===== src/rtl/neureka_tcdm_splitter_pkg.sv =====
// Shared constants and helpers for the Neureka wide-to-narrow TCDM splitter.
package neureka_tcdm_splitter_pkg;

    localparam int unsigned NEUREKA_SPLIT_MP     = 9;
    localparam int unsigned NEUREKA_SPLIT_RDEPTH = 4;
    localparam int unsigned NEUREKA_PORT_DW      = 32;

    // Narrow ports are word-interleaved starting at the wide base address.
    function automatic logic [31:0] port_addr(input logic [31:0] base, input int unsigned idx);
        return base + 32'(idx * 4);
    endfunction

endpackage


===== src/rtl/neureka_tcdm_splitter_resp_fifo.sv =====
// First-word-fall-through 32-bit response FIFO for one narrow TCDM port.
module neureka_tcdm_resp_fifo
    import neureka_tcdm_splitter_pkg::*;
#(
    parameter int unsigned DEPTH = NEUREKA_SPLIT_RDEPTH
) (
    input  logic                       clk_i,
    input  logic                       rst_i,
    input  logic                       i_push,
    input  logic [NEUREKA_PORT_DW-1:0] i_data,
    input  logic                       i_pop,
    output logic [NEUREKA_PORT_DW-1:0] o_data,
    output logic                       o_full,
    output logic                       o_empty
);

    localparam int unsigned PW = (DEPTH > 1) ? $clog2(DEPTH) : 1;
    localparam int unsigned CW = $clog2(DEPTH + 1);

    logic [NEUREKA_PORT_DW-1:0] r_mem [DEPTH];
    logic [PW-1:0]              r_wptr;
    logic [PW-1:0]              r_rptr;
    logic [CW-1:0]              r_cnt;
    logic                       w_push;
    logic                       w_pop;

    assign o_full  = (r_cnt == CW'(DEPTH));
    assign o_empty = (r_cnt == '0);
    assign o_data  = r_mem[r_rptr];
    assign w_push  = i_push & ~o_full;
    assign w_pop   = i_pop & ~o_empty;

    always_ff @(posedge clk_i or posedge rst_i) begin
        if (rst_i) begin
            for (int k = 0; k < DEPTH; k++) r_mem[k] <= '0;
            r_wptr <= '0;
            r_rptr <= '0;
            r_cnt  <= '0;
        end else begin
            if (w_push) begin
                r_mem[r_wptr] <= i_data;
                r_wptr        <= (r_wptr == PW'(DEPTH - 1)) ? '0 : r_wptr + PW'(1);
            end
            if (w_pop) begin
                r_rptr <= (r_rptr == PW'(DEPTH - 1)) ? '0 : r_rptr + PW'(1);
            end
            unique case ({w_push, w_pop})
                2'b10:   r_cnt <= r_cnt + CW'(1);
                2'b01:   r_cnt <= r_cnt - CW'(1);
                default: r_cnt <= r_cnt;
            endcase
        end
    end

    a_no_push_full: assert property (@(posedge clk_i) disable iff (rst_i) !(i_push && o_full));

endmodule


===== src/rtl/neureka_tcdm_splitter.sv =====
// Splits one wide TCDM request into MP narrow ports with per-port grant accumulation,
// and reassembles per-port read responses under an outstanding-read credit limit.
module neureka_tcdm_splitter
    import neureka_tcdm_splitter_pkg::*;
#(
    parameter int unsigned MP      = NEUREKA_SPLIT_MP,
    parameter int unsigned BW      = MP * 32,
    parameter int unsigned R_DEPTH = NEUREKA_SPLIT_RDEPTH,
    parameter bit          GATE_BE = 1'b1
) (
    input  logic             clk_i,
    input  logic             rst_i,
    input  logic             req_i,
    output logic             gnt_o,
    input  logic [31:0]      add_i,
    input  logic             wen_i,
    input  logic [BW/8-1:0]  be_i,
    input  logic [BW-1:0]    data_i,
    output logic [BW-1:0]    r_data_o,
    output logic             r_valid_o,
    input  logic             r_ready_i,
    output logic [MP-1:0]    tcdm_req_o,
    input  logic [MP-1:0]    tcdm_gnt_i,
    output logic [MP*32-1:0] tcdm_add_o,
    output logic [MP-1:0]    tcdm_wen_o,
    output logic [MP*4-1:0]  tcdm_be_o,
    output logic [MP*32-1:0] tcdm_data_o,
    input  logic [MP*32-1:0] tcdm_r_data_i,
    input  logic [MP-1:0]    tcdm_r_valid_i
);

    localparam int unsigned CW = $clog2(R_DEPTH + 1);

    logic [MP-1:0] r_granted;
    logic [MP-1:0] w_granted_d;
    logic [MP-1:0] w_need;
    logic [MP-1:0] w_hs;
    logic [MP-1:0] w_empty;
    logic [MP-1:0] w_full;
    logic [CW-1:0] r_outst;
    logic [CW-1:0] w_outst_d;
    logic          w_credit_ok;
    logic          w_pop;
    logic          w_inc;

    always_comb begin
        w_need = '0;
        for (int i = 0; i < MP; i++) begin
            w_need[i] = wen_i | ~GATE_BE | (|be_i[4*i +: 4]);
        end
    end

    assign w_credit_ok = ~wen_i | (r_outst < CW'(R_DEPTH));
    assign tcdm_req_o  = {MP{req_i & w_credit_ok}} & w_need & ~r_granted;
    assign w_hs        = tcdm_req_o & tcdm_gnt_i;
    // Ports already granted, granted now, or not needed all count as done.
    assign gnt_o       = req_i & w_credit_ok & (&(r_granted | w_hs | ~w_need));

    always_comb begin
        tcdm_add_o = '0;
        for (int i = 0; i < MP; i++) begin
            tcdm_add_o[32*i +: 32] = port_addr(add_i, i);
        end
    end

    assign tcdm_wen_o  = {MP{wen_i}};
    assign tcdm_be_o   = be_i;
    assign tcdm_data_o = data_i;

    assign w_granted_d = gnt_o ? '0 : (r_granted | w_hs);

    assign r_valid_o = ~(|w_empty);
    assign w_pop     = r_valid_o & r_ready_i;
    assign w_inc     = gnt_o & wen_i;

    always_comb begin
        w_outst_d = r_outst;
        unique case ({w_inc, w_pop})
            2'b10:   w_outst_d = r_outst + CW'(1);
            2'b01:   w_outst_d = r_outst - CW'(1);
            default: w_outst_d = r_outst;
        endcase
    end

    always_ff @(posedge clk_i or posedge rst_i) begin
        if (rst_i) begin
            r_granted <= '0;
            r_outst   <= '0;
        end else begin
            r_granted <= w_granted_d;
            r_outst   <= w_outst_d;
        end
    end

    for (genvar g = 0; g < MP; g++) begin : g_resp
        neureka_tcdm_resp_fifo #(
            .DEPTH (R_DEPTH)
        ) u_fifo (
            .clk_i   (clk_i),
            .rst_i   (rst_i),
            .i_push  (tcdm_r_valid_i[g]),
            .i_data  (tcdm_r_data_i[32*g +: 32]),
            .i_pop   (w_pop),
            .o_data  (r_data_o[32*g +: 32]),
            .o_full  (w_full[g]),
            .o_empty (w_empty[g])
        );
    end

    a_req_stable: assert property (@(posedge clk_i) disable iff (rst_i)
        (req_i && !gnt_o) |=> (req_i && $stable({add_i, wen_i, be_i, data_i})));

    a_credit_bound: assert property (@(posedge clk_i) disable iff (rst_i)
        r_outst <= CW'(R_DEPTH));

endmodule


===== config.mk =====
export PLATFORM = sky130hd
export DESIGN_NAME = neureka_tcdm_splitter
export DESIGN_NICKNAME = d
export VERILOG_FILES = /design/src/rtl/neureka_tcdm_splitter_pkg.sv /design/src/rtl/neureka_tcdm_splitter_resp_fifo.sv /design/src/rtl/neureka_tcdm_splitter.sv
export SDC_FILE = /design/constraint.sdc
export NUM_CORES = 2
export LEC_CHECK = 0
export CAP_MARGIN = 20
export CELL_PAD_IN_SITES_DETAIL_PLACEMENT = 1
export CELL_PAD_IN_SITES_GLOBAL_PLACEMENT = 2
export CORE_AREA = 2 2 609 611
export DETAILED_ROUTE_END_ITERATION = 6
export DIE_AREA = 0 0 611 613
export PLACE_DENSITY_LB_ADDON = 0.25
export SLEW_MARGIN = 20
export SYNTH_ARGS = -nofsm -noshare
export SYNTH_HDL_FRONTEND = slang
export SYNTH_HIERARCHICAL = 1
export SYNTH_SLANG_ARGS = --single-unit

===== constraint.sdc =====
create_clock -name clk_i -period 6 [get_ports clk_i]
set_input_delay 0.9 -clock clk_i [delete_from_list [all_inputs] [get_ports clk_i]]
set_output_delay 0.9 -clock clk_i [all_outputs]
set_load 0.005 [all_outputs]

==> impl_metrics.toml <==
[finish]
final_cells = 9865
nets = 5630
syn2layout_area_growth_pct = 29.5
final_util_pct = 21.6
finalInstanceArea_mm2 = 0.0795
drive_above_1_share_pct = 39.6

[synthesis]
synth_flop_cell = "dfrtp_1"
synth_compound_area_share_pct = 0.391
synth_cells = 4226
synth_top_family_by_area = "multiplexers"
ys_ff_latch = 1227
yosysMostFrequentCell = "dfrtp_1"
syn-cell-area_mm2 = 0.0614
ys_types = 46
synth_edf_count = 0
synth_warnings = 6
synthTopCellsByCount = "1227 x dfrtp_1, 1188 x mux2_2, 394 x buf_4"
synth_nets = 4968
synth.mux.area_fraction_pct = 32.5
synthAdderAreaFrac_pct = 1.65
synth.yosys.seq_area_share_pct = 50.0
async_flop_share_pct = 100
netlist.top_cell.by_area = "dfrtp_1"
avgSynthCellArea_um2 = 14.5
synthSimpleGateAreaFrac_pct = 3.71
synth_area_leaders = "dfrtp_1 50%, mux2_2 22%, mux4_2 11%"
synth_xor_area_share_pct = 3.49
synth_top_area_share_pct = 50.0

[detailed_routing]
wl_um = 264000
ant_nets = 0
vias_per_cell = 3.83
first_pass_iters = 4
routedWlPerCell_um = 26.7
vias = 37767
drc = 0
drt-initial-drc-count = 1501

[critical_path]
worstPathRequired_ns = 5.10
worstSetupPathType = "in2out"
cp-end-kind = "primary output"
path_max_fanout = 10
arrival_ns = 4.44
startpoint_type = "input pin"

[cts]
clk_path_buf_depth = 4
cts_made_buffers = 168
holdBufCountCts = 0
htreeDepth = 4
clk_pin_slew_ns = 0.05
cts_sinks = 1227
cts_tree = "built"
post-cts-setup-buffers = 0
ctsResizeCount = 0
clk_latency_ns = 0.87
cts_root_buffer = "clkbuf_16"

[sta]
clock_skew_ns = 0.0851
tightest_slew_ns = 1.10
relSlewSlack_pct = 26.5
slew_viol_final = 0
rsz0062_at_grt = "false"
fin_crit_sh_pct = 89.1
fin_hold_ws_ns = 0.481
setup_slack_ns = 0.656
min_period_ns = 5.34
finalSetupTns_ns = 0
clock.fmax_mhz = 187
setup_viol = 0
hold_viol = 0

[power]
peakVddDrop_mv = 0.249
p_int_mw = 30.3
power_frac_clock_pct = 22.7
powerDensity_mw_per_mm2 = 565
swShare_pct = 32.7
pwr-share-comb_pct = 42.4
power.leakage_nw = 30.8
design_power_total_mw = 45.0
net-switching-power_mw = 14.7
seq_power_share_pct = 34.9

[floorplan]
row_count = 223
die-width_um = 611
io_pins = 1587
floorplan.initialDensity_pct = 16.7
die_h_um = 613
die_area_mm2 = 0.375
coreArea_mm2 = 0.368

[grt]
grt_usage_pct = 13.7
antenna_found_initial = 88
grt_pass1_vias = 41303
grt_pass1_wl_um = 360000
grt-ovfl-total = 0
grt_max_degree = 97

[placed_design]
dp_slack_ns = 0.464
place_area_mm2 = 0.0739
place_inst = 9555
gp_congestion = 0.763
hpwl_um = 199000
io_buffers = 990

[job]
cap_viol_max_count = 0

[min_path]
hold_path.class = "reg2reg"

[status]
outcome = "finished clean"
[cells by family after synthesis]
kind of cell / Yosys count
muxes: 1486
DFF: 1227
buffers and inverters: 713
and+or+nand+nor: 444
xor gates and xnor gates: 245
adders and majority gates: 75
AOI/OAI and AO/OA: 36
[metal layers]
metal | track usage [%] | routed length, µm | vias up
li1 | - | - | 16045
met1 | 15.4 | 99200 | 20157
met2 | 24.9 | 138000 | 1090
met3 | 4.25 | 18800 | 417
met4 | 3.60 | 7330 | 58
met5 | 0.581 | 674 | -
[worst paths after layout]
check	from	end	slack, ns	cells past startpoint
hold reg to reg	r_outst[0]	r_outst[0]	0.48	1
max in group asynchronous	rst_i	g_resp[2].u_fifo/r_mem[95]	4.06	4
min in group asynchronous	rst_i	g_resp[8].u_fifo/r_mem[124]	0.59	3
setup reg to reg	g_resp[2].u_fifo/r_cnt[0]	g_resp[8].u_fifo/r_cnt[2]	1.91	14
hold / removal	r_outst[0]	r_outst[0]	0.48	1
setup / recovery	add_i[19]	tcdm_add_o[87]	0.66	8
[power by group through the flow]
stage / registers, mW / clock network (mW) / logic [mW]
floorplan: 14.1 / 0 / 11.9
global placement: 15.7 / 0 / 19.4
detailed placement: 15.9 / 0 / 19.7
CTS: 15.8 / 10.7 / 19.8
global route: 16.4 / 11.0 / 20.5
finish: 15.7 / 10.2 / 19.1
[critical path, cell delays in order]
cell,delay (ns)
clkdlybuf4s50_1,0.84
buf_4,0.37
and4_1,0.47
nand4_1,0.14
buf_4,0.23
nor3_1,0.60
xor2_1,0.27
clkdlybuf4s50_1,0.60
[placed cells by master, fill, tap and decap left out, types with 4 or more instances in the layout]
| cell type | netlist | routed |
|---|---|---|
| dfrtp_1 | 1227 | 1212 |
| mux2_2 | 1188 | 1188 |
| clkdlybuf4s50_1 | 0 | 969 |
| mux4_2 | 288 | 288 |
| clkbuf_16 | 0 | 172 |
| buf_4 | 394 | 135 |
| xnor2_1 | 128 | 128 |
| xor2_1 | 117 | 117 |
| nand2_1 | 117 | 116 |
| nor2_1 | 119 | 83 |
| inv_1 | 78 | 69 |
| ha_1 | 65 | 64 |
| nor3_1 | 51 | 49 |
| clkbuf_1 | 61 | 35 |
| nand3_1 | 33 | 32 |
| clkbuf_8 | 0 | 31 |
| clkinv_2 | 0 | 30 |
| nor4_1 | 29 | 29 |
| nand4_1 | 26 | 26 |
| nand2b_1 | 25 | 25 |
| nor2_4 | 0 | 24 |
| buf_2 | 61 | 18 |
| a31oi_1 | 17 | 17 |
| inv_6 | 0 | 12 |
| nor2_2 | 0 | 12 |
| bufinv_16 | 0 | 11 |
| diode_2 | 0 | 10 |
| mux2i_1 | 10 | 10 |
| fa_1 | 10 | 10 |
| and3_1 | 9 | 9 |
| nor3b_4 | 9 | 9 |
| dfrtp_2 | 0 | 9 |
| clkinvlp_4 | 0 | 8 |
| a211oi_1 | 6 | 6 |
| dfrtp_4 | 0 | 6 |
| and4_1 | 5 | 5 |
| a21oi_1 | 6 | 4 |
| nor4_2 | 5 | 4 |
| buf_12 | 0 | 4 |
[sequential cells by signal (all words and copies together), names as in the netlist]
name                  count
g_resp.u_fifo/r_mem    1152
g_resp.u_fifo/r_cnt      27
r_granted                 9
g_resp.u_fifo/r_rptr     18
r_outst                   3
g_resp.u_fifo/r_wptr     18
[cell type report]
class | count | area, µm²
clock buffer | 238 | 4860
fill | 40152 | 288000
timing repair buffer | 1126 | 10900
clock inverter | 62 | 741
inverter | 79 | 334
sequential | 1227 | 30700
tap | 4837 | 6050
antenna | 10 | 25.0
multi-input combinational | 2286 | 25900
Note: power is estimated with default switching activity, not from simulation.
